### src/rtl/score_digits_pkg.sv
// Shared display constants: FSM encoding, BCD nibble geometry and the add-3 rule.
package score_digits_pkg;
   localparam int         NIBBLE_W    = 4;
   localparam logic [3:0] ADD3_THRESH = 4'd5;

   localparam logic [1:0] ST_IDLE  = 2'd0;
   localparam logic [1:0] ST_SHIFT = 2'd1;
   localparam logic [1:0] ST_DONE  = 2'd2;

   function automatic logic [NIBBLE_W-1:0] add3(input logic [NIBBLE_W-1:0] n);
      return (n >= ADD3_THRESH) ? n + 4'd3 : n;
   endfunction
endpackage

### src/rtl/score_digits_if.sv
// Request/result bundle between a score source and the binary-to-BCD converter.
interface score_digits_if
   import score_digits_pkg::*;
#(
   parameter int SCORE_W    = 8,
   parameter int NUM_DIGITS = 3
);
   logic [SCORE_W-1:0]             Score;
   logic                           ScoreValid;
   logic [NIBBLE_W*NUM_DIGITS-1:0] Digits;
   logic [NUM_DIGITS-1:0]          Blank;
   logic                           Busy;
   logic                           Done;

   modport master (output Score, ScoreValid, input Digits, Blank, Busy, Done);
   modport slave  (input Score, ScoreValid, output Digits, Blank, Busy, Done);
endinterface

### src/rtl/score_digits_bcd_adjust.sv
// One double-dabble correction cell: a nibble of 5 or more gets 3 added before the shift.
module score_digits_bcd_adjust
   import score_digits_pkg::*;
(
   input  logic [NIBBLE_W-1:0] nibble_in,
   output logic [NIBBLE_W-1:0] nibble_out
);
   assign nibble_out = add3(nibble_in);
endmodule

### src/rtl/score_digits.sv
// Binary score to BCD digits via shift-add-3, one bit per clock, with a one-deep
// latest-wins request buffer and leading-zero blanking.
//   state | meaning
//   IDLE  | waiting for a request
//   SHIFT | adjusting and shifting one score bit per cycle
//   DONE  | publishing the result, then chaining the next request if any
module score_digits
   import score_digits_pkg::*;
#(
   parameter int SCORE_W    = 8,
   parameter int NUM_DIGITS = 3
)(
   input  logic           clk,
   input  logic           reset,
   score_digits_if.slave  bus
);
   localparam int ACC_W = NIBBLE_W * NUM_DIGITS;
   localparam int CNT_W = $clog2(SCORE_W + 1);
   localparam logic [CNT_W-1:0]      CNT_INIT    = CNT_W'(SCORE_W);
   localparam logic [NUM_DIGITS-1:0] BLANK_RESET = {{(NUM_DIGITS-1){1'b1}}, 1'b0};

   if (10**NUM_DIGITS <= 2**SCORE_W) begin : g_range_bad
      $error("NUM_DIGITS too small to hold every SCORE_W-bit score");
   end

   logic [1:0]            state;
   logic [SCORE_W-1:0]    sr;
   logic [SCORE_W-1:0]    pend_score;
   logic                  pend;
   logic [CNT_W-1:0]      cnt;
   logic [ACC_W-1:0]      acc;
   logic [ACC_W-1:0]      acc_adj;
   logic [ACC_W-1:0]      digits_q;
   logic [NUM_DIGITS-1:0] blank_q;
   logic [NUM_DIGITS-1:0] blank_calc;
   logic                  busy_q;
   logic                  done_q;

   for (genvar g = 0; g < NUM_DIGITS; g++) begin : g_adj
      score_digits_bcd_adjust u_adj (
         .nibble_in  (acc[g*NIBBLE_W +: NIBBLE_W]),
         .nibble_out (acc_adj[g*NIBBLE_W +: NIBBLE_W])
      );
   end

   // Walk down from the top digit; a digit blanks only while everything above it is zero too.
   always_comb begin
      logic upper_zero;
      upper_zero = 1'b1;
      blank_calc = '0;
      for (int i = NUM_DIGITS - 1; i >= 1; i--) begin
         upper_zero    = upper_zero & (acc[i*NIBBLE_W +: NIBBLE_W] == '0);
         blank_calc[i] = upper_zero;
      end
   end

   always_ff @(posedge clk or posedge reset) begin
      if (reset) begin
         state      <= ST_IDLE;
         sr         <= '0;
         pend_score <= '0;
         pend       <= 1'b0;
         cnt        <= '0;
         acc        <= '0;
         digits_q   <= '0;
         blank_q    <= BLANK_RESET;
         busy_q     <= 1'b0;
         done_q     <= 1'b0;
      end else begin
         done_q <= 1'b0;
         case (state)
            ST_IDLE: begin
               if (bus.ScoreValid) begin
                  sr     <= bus.Score;
                  cnt    <= CNT_INIT;
                  acc    <= '0;
                  state  <= ST_SHIFT;
                  busy_q <= 1'b1;
               end
            end
            ST_SHIFT: begin
               if (bus.ScoreValid) begin
                  pend       <= 1'b1;
                  pend_score <= bus.Score;
               end
               acc <= {acc_adj[ACC_W-2:0], sr[SCORE_W-1]};
               sr  <= sr << 1;
               cnt <= cnt - 1'b1;
               if (cnt == CNT_W'(1)) state <= ST_DONE;
            end
            ST_DONE: begin
               digits_q <= acc;
               blank_q  <= blank_calc;
               done_q   <= 1'b1;
               // A request arriving right now beats the buffered one.
               if (bus.ScoreValid) begin
                  sr    <= bus.Score;
                  cnt   <= CNT_INIT;
                  acc   <= '0;
                  pend  <= 1'b0;
                  state <= ST_SHIFT;
               end else if (pend) begin
                  sr    <= pend_score;
                  cnt   <= CNT_INIT;
                  acc   <= '0;
                  pend  <= 1'b0;
                  state <= ST_SHIFT;
               end else begin
                  state  <= ST_IDLE;
                  busy_q <= 1'b0;
               end
            end
            default: begin
               state  <= ST_IDLE;
               busy_q <= 1'b0;
            end
         endcase
      end
   end

   assign bus.Digits = digits_q;
   assign bus.Blank  = blank_q;
   assign bus.Busy   = busy_q;
   assign bus.Done   = done_q;
endmodule

### src/flat_wrapper.sv
// flat-port wrapper written by rule: the top's interface ports become plain ports
module score_digits_flat import score_digits_pkg::*;
#(
   parameter int SCORE_W    = 8,
   parameter int NUM_DIGITS = 3
)
  (clk, reset, bus_Score, bus_ScoreValid, bus_Digits, bus_Blank, bus_Busy, bus_Done);
  score_digits_if #(.SCORE_W(SCORE_W), .NUM_DIGITS(NUM_DIGITS)) bus_i ();
  input  logic clk;
  input  logic reset;
  input wire logic [$bits(bus_i.Score)-1:0] bus_Score;
  input wire logic [$bits(bus_i.ScoreValid)-1:0] bus_ScoreValid;
  output wire logic [$bits(bus_i.Digits)-1:0] bus_Digits;
  output wire logic [$bits(bus_i.Blank)-1:0] bus_Blank;
  output wire logic [$bits(bus_i.Busy)-1:0] bus_Busy;
  output wire logic [$bits(bus_i.Done)-1:0] bus_Done;
  assign bus_i.Score = bus_Score;
  assign bus_i.ScoreValid = bus_ScoreValid;
  assign bus_Digits = bus_i.Digits;
  assign bus_Blank = bus_i.Blank;
  assign bus_Busy = bus_i.Busy;
  assign bus_Done = bus_i.Done;
  score_digits #(.SCORE_W(SCORE_W), .NUM_DIGITS(NUM_DIGITS)) u_core (.clk(clk), .reset(reset), .bus(bus_i));
endmodule
### config.mk
export PLATFORM = sky130hd
export DESIGN_NAME = score_digits_flat
export DESIGN_NICKNAME = d
export VERILOG_FILES = /design/src/rtl/score_digits_pkg.sv /design/src/rtl/score_digits_if.sv /design/src/rtl/score_digits_bcd_adjust.sv /design/src/rtl/score_digits.sv /design/src/flat_wrapper.sv
export SDC_FILE = /design/constraint.sdc
export NUM_CORES = 1
export LEC_CHECK = 0
export BUFFER_PORTS_ARGS = -buffer_cell sky130_fd_sc_hd__buf_2
export CAP_MARGIN = 20
export CELL_PAD_IN_SITES_DETAIL_PLACEMENT = 1
export CELL_PAD_IN_SITES_GLOBAL_PLACEMENT = 1
export CORE_MARGIN = 1.5
export CORE_UTILIZATION = 45
export DETAILED_ROUTE_END_ITERATION = 7
export MAX_ROUTING_LAYER = met4
export PLACE_DENSITY_LB_ADDON = 0.1
export SLEW_MARGIN = 20
export SYNTH_ARGS = -nofsm -noshare
export SYNTH_HDL_FRONTEND = slang
export SYNTH_SLANG_ARGS = --single-unit
### constraint.sdc
create_clock -name clk -period 2.71 [get_ports clk]
set_input_delay 0.542 -clock clk [delete_from_list [all_inputs] [get_ports clk]]
set_output_delay 0.542 -clock clk [all_outputs]
set_load 0.005 [all_outputs]
* Yosys cells after proc, flatten, opt, wreduce, memory -nomap -nowiden *
Index checks and enable logic that the tools add are counted.

word-level totals
  bits in registers = 51
  input bits = 11
  output and inout bits = 17
  word-level logic and storage cells = 64

cells by class
  $add $sub $neg = 4
  $lt $le $gt $ge = 3
  equal/unequal tests = 9
  multiplexer cells = 26
  bitwise operators = 2
  reductions and logical operators = 10

operators by type and width
  kind                   count
  $mux W12               3
  $pmux W12 S3           1
  $mux W8                3
  $pmux W8 S3            1
  $mux W4                5
  $ge A4 B3 Y1 const B   3
  $pmux W4 S3            1
  $add A4 B2 Y4 const B  2
  $logic_not A4 Y1       2
  $ne A2 B2 Y1 const B   4
  $mux W2                3
  $pmux W2 S3            1
  $reduce_and A2 Y1      3
  $mux W1                5
  $eq A4 B1 Y1 const B   1
  $reduce_and A4 Y1      1
  $sub A4 B1 Y4 const B  1
  $add A3 B2 Y3 const B  1
  $mux W3                1
  $ne A3 B2 Y1 const B   1
  $pmux W1 S3            1
  $reduce_and A3 Y1      1
  $reduce_bool A3 Y1     1
  $eq A2 B1 Y1 const B   1
  7 further kinds        7

* Longest topological paths before layout *
Gate-level depths: netlist (run 1).

  depth in word-level cells = 3
  mapped depth = 8
  depth with buffers taken out = 6

* Hierarchy *
From an unflattened synthesis (run 1), not the netlist that was laid out.

unflattened totals
  cell total of the unflattened synthesis = 269
  area, all modules = 2797.7 µm²

by module, submodules not included
  module                   times used  cells each  area each (µm²)  sequential area each (µm²)
  score_digits             1           221         2493.6           1278.7
  score_digits_bcd_adjust  3           16          101.3            0.0

* Worst setup path after synthesis (run 1) *
Ideal clock, no wire load.

  kind = register to register
  start = register u_core.state[0]
  end = register u_core.sr[0]
  library setup time = 0.120 ns
  arrival time = 1.570 ns
  data required time = 2.590 ns
  slack = 1.020 ns
  stages on the path, launching flop included = 9
  path buffers = 2
  period minus slack after synthesis = 1.690 ns
  cells stage by stage = dfrtp_1 -> inv_1 -> ha_1 -> nor3b_2 -> or3_1 -> buf_4 -> buf_6 -> nand2_1 -> o21ai_2

between the ends
  cells in the longest elaborated chain, start to end = 3
  elaborated cells between the ends (all ways) = 8
  classes of those cells = eq/ne: 4; mux: 1; reduce/logical: 3

ends and longest elaborated chain
  item                                                  line                RTL
  from (decl)                                           score_digits.sv:26  logic [1:0] state;
  from (signal assigned)                                score_digits.sv:59  state <= ST_IDLE;
  from (signal assigned)                                score_digits.sv:77  state <= ST_SHIFT;
  from (signal assigned)                                score_digits.sv:89  if (cnt == CNT_W'(1)) state <= ST_DONE;
  $eq A2 B2 Y1, or another cell as far along            score_digits.sv:71  case (state)
  $ne A3 B2 Y1 (no line), or another cell as far along  --
  $reduce_and A3 Y1 (no line)                           --
  to (signal assigned)                                  score_digits.sv:74  sr <= bus.Score;
  to (signal assigned)                                  score_digits.sv:87  sr <= sr << 1;
  to (signal assigned)                                  score_digits.sv:97  sr <= bus.Score;
  to (decl)                                             score_digits.sv:27  logic [SCORE_W-1:0] sr;

Several ways; a longest one is shown, not always the timed one.
A chain may end at the register's enable or synchronous reset.

* Worst setup path after layout (run 1) *
  start = register u_core.state[1]
  end = register u_core.acc[3]

between the ends
  cells in the longest elaborated chain, start to end = 3
  elaborated cells between the ends (all ways) = 8
  classes of those cells = eq/ne: 4; mux: 1; reduce/logical: 3

ends and longest elaborated chain
  item                                                  line                RTL
  $eq A2 B2 Y1, or another cell as far along            score_digits.sv:71
  $ne A3 B2 Y1 (no line), or another cell as far along  --
  $reduce_and A3 Y1 (no line)                           --
  to (signal assigned)                                  score_digits.sv:86  acc <= {acc_adj[ACC_W-2:0], sr[SCORE_W-1]};
  to (decl)                                             score_digits.sv:31  logic [ACC_W-1:0] acc;

Several ways; a longest one is shown, not always the timed one.

==> results.sh, run 1 <==
export IMPL_cts_tree="built"
export IMPL_leakagePower_nw=1.359
export IMPL_clk_transition_reported_paths_ns=0.09
export IMPL_drv_cap=0
export IMPL_core_rowCount=27
export IMPL_die_y_um=78.74
export IMPL_setup_violations=0
export IMPL_post_place_ws_ns=0.4945
export IMPL_p_sw_frac=0.3439
export IMPL_slowest_delay_ns=0.73
export IMPL_cts_buffers=5
export IMPL_placed_cell_area_sq_mm=0.002761
export IMPL_clock_skew_ns=0.004666
export IMPL_crit_fanout=24
export IMPL_synth_nets=258
export IMPL_worst_ir_drop_vdd_mv=0.3897
export IMPL_n_fill_cell=627
export IMPL_rsz0062_at_grt="no"
export IMPL_fin_area_sq_mm=0.002879
export IMPL_grt_met3_usage=0.03908
export IMPL_cts_root_buf="clkbuf_8"
export IMPL_worstHoldPathType="input port to asynchronous set/reset pin"
export IMPL_clkLatencyLatePin_ns=0.30
export IMPL_area_growth_pct=11.54
export IMPL_fin_crit_sh=0.8008
export IMPL_drt_iter0_drc=51
export IMPL_totalPowerFinal_mw=2.508
export IMPL_fin_crit_ns=2.170
export IMPL_gr_total_overflow=0
export IMPL_seqCellArea_sq_mm=0.001279
export IMPL_cts_resized=0
export IMPL_first_global_vias=1870
export IMPL_ctsHoldBuffers=0
export IMPL_fin_ws_ns=0.5398
export IMPL_switchingPower_mw=0.8627
export IMPL_ys_seq_elements=51
export IMPL_drc=0
export IMPL_diodes=0
export IMPL_ys_warn_count=0
export IMPL_final_antenna_net_count=0
export IMPL_met1_usage=0.2562
export IMPL_dieArea_sq_mm=0.006199
export IMPL_drt_wl_total_um=5063
export IMPL_wire_per_inst_um=15.34
export IMPL_slew_headroom=0.4189
export IMPL_p_clk_frac=0.218
export IMPL_dp_hpwl_um=3532
export IMPL_syn_cell_area_sq_mm=0.002581
export IMPL_grt_usage=0.1942
export IMPL_worst_pin_slew_ns=0.8716
export IMPL_vias=1795
export IMPL_cp_arrival_ns=2.39
export IMPL_cts_htree_levels=2
export IMPL_cts_max_path_buffers=2
export IMPL_grt_start_max_net_pins=29
export IMPL_path_class="flop to flop"
export IMPL_setup_tns_ns=0
export IMPL_use_met2=0.3043
export IMPL_syn_inst=233
export IMPL_status="finished, final reports clean"
export IMPL_nets=282
export IMPL_combPwrFrac=0.342
export IMPL_cp_start_kind="flop"
export IMPL_grt_pass1_wl_um=9094
export IMPL_critPathRequiredTime_ns=2.93
export IMPL_ioPinCount=28
export IMPL_seqPwrFrac=0.439
export IMPL_slew_violations=0
export IMPL_place_gp_congestion=0.7374
export IMPL_busiest_layer="met2"
export IMPL_numPortBuffers=26
export IMPL_synth_cell_types=41
export IMPL_seq_area_frac_synth=0.4954
export IMPL_fin_hold_ws_ns=0.2695
export IMPL_timing_fmax_mhz=460.8
export IMPL_layout_drive_gt1_share=0.2984
export IMPL_cts_sinks=51
export IMPL_cp_cell_sequence="inv_1, ha_1, nor2b_2, or3_1, o21ai_0, o21ai_0"
export IMPL_crit_family="simple AND/OR/NAND/NOR gates"
export IMPL_viasPerCell=5.439
export IMPL_postCtsSetupRepairBufs=0
export IMPL_drtPass1Iterations=4
export IMPL_coreArea_sq_mm=0.005507
export IMPL_antenna_found_initial=0
export IMPL_avgSynthCellArea_sq_um=11.08
export IMPL_cellPowerDensity_mw_per_mm2=871.3
export IMPL_p_int_mw=1.646
export IMPL_finalHoldViolCount=0
export IMPL_worst_path_buf_inv=1
export IMPL_cpMostUsedCell="o21ai_0"
export IMPL_die_w_um=78.74
export IMPL_multiInputGateArea_sq_mm=0.001167
export IMPL_start_util=0.4688
export IMPL_critPathCaptureType="flop"
export IMPL_slowest_stage="or3_1"
[cells in the final DEF (no fill, tap or decap), drive strengths merged, types with 6 or more instances in the layout]
cell type  count
ha            14
mux2          23
buf           30
nand2         21
nor3b          6
nor2           8
a22oi          7
clkbuf         6
inv           14
a22o           7
dfrtp         49
o21ai         24
[per-stage QoR]
| step | std cells | utilization |
|---|---|---|
| finish | 330 | 0.5228 |
| global route | 330 | 0.5228 |
| CTS | 330 | 0.5228 |
| detailed placement | 322 | 0.5015 |
| global placement | 322 | 0.5015 |
| floorplan | 233 | - |
[power by group through the flow]
stage	clock network, mW	logic (mW)	registers [mW]
after floorplan	0	0.682	1.09
after global placement	0	0.855	1.11
after detailed placement	0	0.877	1.12
after CTS	0.567	0.879	1.10
after global routing	0.600	0.983	1.14
final	0.548	0.859	1.10
[final timing paths]
kind                                                 start  depth (start not counted)                         endpoint  slack [ns]
min                                                  reset                          2        u_core.acc[8]$_DFFE_PP0P_        0.27
max reg2reg                    u_core.state[1]$_DFFE_PP0P_                          6        u_core.acc[3]$_DFFE_PP0P_        0.54
min in group clk           u_core.bus.Blank[2]$_DFFE_PP1P_                          2  u_core.bus.Blank[2]$_DFFE_PP1P_        0.47
max                            u_core.state[1]$_DFFE_PP0P_                          6        u_core.acc[3]$_DFFE_PP0P_        0.54
min reg2reg                u_core.bus.Blank[2]$_DFFE_PP1P_                          2  u_core.bus.Blank[2]$_DFFE_PP1P_        0.47
max in group asynchronous                            reset                          3        u_core.acc[1]$_DFFE_PP0P_        1.90
[registers in the layout, summed over array words and instances, names as in the netlist]
signal	count
u_core.pend	1
u_core.acc	12
u_core.bus.Busy	1
u_core.sr	8
u_core.bus.Digits	12
u_core.bus.Blank	2
u_core.cnt	4
u_core.state	2
u_core.bus.Done	1
u_core.pend_score	8
[worst register-to-register path, cell delays in order, from the launching register on]
cell and delay (ns):
dfrtp_1 0.43, inv_1 0.10, ha_1 0.21, nor2b_2 0.30, or3_1 0.73, o21ai_0 0.21
o21ai_0 0.11
[final cells by class]
type | instances | area share
repair buffers | 30 | 0.05997
clock buffers | 6 | 0.02868
flip-flops and latches | 51 | 0.4442
inverters | 14 | 0.01825
clock inverters | 2 | 0.01217
well taps | 72 | 0.03129
multi-input cells | 155 | 0.4055
[cell families (layout without fill, tap and decap cells)]
logic type                 count (synthesis)  after routing  synth area share
AOI/OAI and AO/OA                         57             57            0.1527
and+or+nand+nor                           57             57            0.1197
DFF                                       51             51            0.4954
buffers and inverters                     27             52           0.05235
muxes                                     23             23            0.1003
adders and majority gates                 14             14           0.06786
xor gates and xnor gates                   3              3           0.01018
other                                      1              1          0.001453
[synth_stat cells (all sizes together)]
cell type   n  area, sq um
or3         1        6.260
o22ai       3        18.77
o31ai       1        7.510
nand3       5        25.02
a21boi      1        7.510
nor2b       2        15.02
nand3b      2        15.01
nand2      21        78.83
nand4b      1        8.760
buf        12        78.82
inv        14        52.55
a31o        3        26.28
o22a        2        17.52
a22oi       7        52.55
conb        1        3.750
nor3        2        21.27
nand4       3        18.77
ha         14        175.2
xnor2       3        26.28
dfstp       2        52.55
nor2        8        30.03
a32oi       1        8.760
clkbuf      1        3.750
mux2       23        259.0
dfrtp      49         1226
o21ai      24        142.6
a22o        7        61.31
a21o        2        15.01
a21oi       5        25.02
o221a       1        11.26
nand2b      5        31.28
nor3b       6        50.05
and3b       1        8.760
[layer usage]
layer	vias to the layer above	part of all wire
met5	-	0
met4	0	0.015
met3	8	0.036
met2	33	0.47
met1	890	0.48
li1	864	-
No activity file was read; power rests on OpenSTA's default activity.
==> inputs of run 2 (changes only) <==
- clock period: 2.71 -> 2.19 ns (I/O delays scaled with it)
==> run 2 against run 1 <==
  * Fmax grew 8.2%
  * Die area stayed put
  * Highest routed layer unchanged
  * Clock power fell by 3%
  * Cell area down 0.83%
  * Critical endpoint is now u_core.sr[2]$_DFFE_PP0P_
  * Critical path type unchanged
  * Clock skew rose by 0.0058 ns
==> results.sh, run 2 (synthesis gave the netlist of run 1 again) <==
export IMPL_seqPwrFrac=0.459
export IMPL_dp_hpwl_um=3552
export IMPL_core_rowCount=27
export IMPL_n_fill_cell=637
export IMPL_clock_skew_ns=0.01047
export IMPL_viasPerCell=5.323
export IMPL_cellPowerDensity_mw_per_mm2=1041
export IMPL_p_int_mw=1.900
export IMPL_drt_iter0_drc=69
export IMPL_final_common_cell="dfrtp_1"
export IMPL_wire_per_inst_um=15.16
export IMPL_die_w_um=78.74
export IMPL_final_cell_mix="dfrtp_1, buf_2, mux2_2"
export IMPL_vias=1762
export IMPL_dieArea_sq_mm=0.006199
export IMPL_clkLatencyLatePin_ns=0.31
export IMPL_antenna_found_initial=0
export IMPL_drv_cap=0
export IMPL_first_global_vias=1853
export IMPL_switchingPower_mw=1.073
export IMPL_grt_pass1_wl_um=8928
export IMPL_rsz0062_at_grt="no"
export IMPL_setup_violations=0
export IMPL_worstHoldPathType="input port to asynchronous set/reset pin"
export IMPL_drtPass1Iterations=4
export IMPL_numPortBuffers=26
export IMPL_critPathCaptureType="flop"
export IMPL_diodes=0
export IMPL_cts_root_buf="clkbuf_8"
export IMPL_path_class="flop to flop"
export IMPL_coreArea_sq_mm=0.005507
export IMPL_ioPinCount=28
export IMPL_cts_htree_levels=2
export IMPL_gr_total_overflow=0
export IMPL_cts_tree="built"
export IMPL_critPathRequiredTime_ns=2.38
export IMPL_p_clk_frac=0.180
export IMPL_worst_ir_drop_vdd_mv=0.4959
export IMPL_layout_drive_gt1_share=0.2973
export IMPL_multiInputGateArea_sq_mm=0.001170
export IMPL_status="finished, final reports clean"
export IMPL_finalHoldViolCount=0
export IMPL_crit_fanout=16
export IMPL_final_antenna_net_count=0
export IMPL_p_sw_frac=0.3610
export IMPL_cp_start_kind="flop"
export IMPL_nets=283
export IMPL_grt_usage=0.1908
export IMPL_combPwrFrac=0.361
export IMPL_fin_crit_ns=2.005
export IMPL_clk_transition_reported_paths_ns=0.10
export IMPL_cts_buffers=5
export IMPL_timing_fmax_mhz=498.8
export IMPL_drt_wl_total_um=5017
export IMPL_cts_max_path_buffers=2
export IMPL_fin_crit_sh=0.9154
export IMPL_seqCellArea_sq_mm=0.001279
export IMPL_start_util=0.4688
export IMPL_cts_sinks=51
export IMPL_grt_start_max_net_pins=31
export IMPL_die_y_um=78.74
export IMPL_cp_arrival_ns=2.20
export IMPL_setup_tns_ns=0
export IMPL_place_gp_congestion=0.7256
export IMPL_slew_violations=0
export IMPL_ctsHoldBuffers=0
export IMPL_leakagePower_nw=1.341
export IMPL_area_growth_pct=10.62
export IMPL_final_util=0.5185
export IMPL_drc=0
[run 2: power groups by stage]
| stage | Combinational [mW] | Clock (mW) | Sequential [mW] |
|---|---|---|---|
| 6_report | 1.07 | 0.534 | 1.36 |
| 5_1_grt | 1.22 | 0.586 | 1.40 |
| 4_1_cts | 1.09 | 0.554 | 1.37 |
| 3_5_place_dp | 1.09 | 0 | 1.38 |
| 3_3_place_gp | 1.05 | 0 | 1.38 |
| 2_1_floorplan | 0.844 | 0 | 1.34 |
[run 2: timing repair]
action,4_1_cts,5_1_grt
buffers inserted,0,0
resized for setup,0,1
endpoints found under the setup margin,0,6
[run 2: final cells by class]
class | count | share of cell area
sequential | 51 | 0.4479
multi-input combinational | 155 | 0.4097
timing repair buffer | 31 | 0.06310
tap | 72 | 0.03155
clock buffer | 7 | 0.02673
inverter | 14 | 0.01840
clock inverter | 1 | 0.002629
[run 2: metal layers]
metal / part of all wire / up-vias / global-route usage / routed length [um]
met4: 0.015 / 0 / 0.06607 / 73
met5: 0 / - / - / 0
li1: - / 864 / - / -
met2: 0.47 / 27 / 0.3009 / 2343
met3: 0.029 / 7 / 0.02759 / 147
met1: 0.49 / 864 / 0.2539 / 2453
[run 2: through the flow]
step	hold WS, ns	area, sq um	instances	worst slack (ns)	total power [mW]
5_1_grt	0.1765	2855	331	0.01729	3.203
3_5_place_dp	0.4601	2769	323	0.1673	2.469
2_1_floorplan	0.4507	2581	233	0.5001	2.188
4_1_cts	0.1622	2853	331	0.1645	3.007
3_3_place_gp	0.4645	2769	323	0.2232	2.432
6_report	0.1450	2855	331	0.1852	2.973
[run 2: final timing paths]
path | start | end | cells after the start | slack [ns]
max | u_core.state[0]$_DFFE_PP0P_ | u_core.sr[2]$_DFFE_PP0P_ | 7 | 0.19
min | reset | u_core.pend$_DFFE_PP0P_ | 2 | 0.14
max reg2reg | u_core.state[0]$_DFFE_PP0P_ | u_core.sr[2]$_DFFE_PP0P_ | 7 | 0.19
min reg2reg | u_core.bus.Blank[2]$_DFFE_PP1P_ | u_core.bus.Blank[2]$_DFFE_PP1P_ | 2 | 0.47
max in group asynchronous | reset | u_core.bus.Done$_DFF_PP0_ | 3 | 1.52
min in group clk | bus_Score[0] | u_core.pend_score[0]$_DFFE_PP0P_ | 2 | 0.37
[run 2: critical path: stages, from the launching register on]
cell and delay (ns):
dfrtp_1 0.42, inv_1 0.09, ha_1 0.25, nor2b_2 0.21
or3_1 0.48, buf_4 0.27, nand2_1 0.10, o21ai_1 0.07
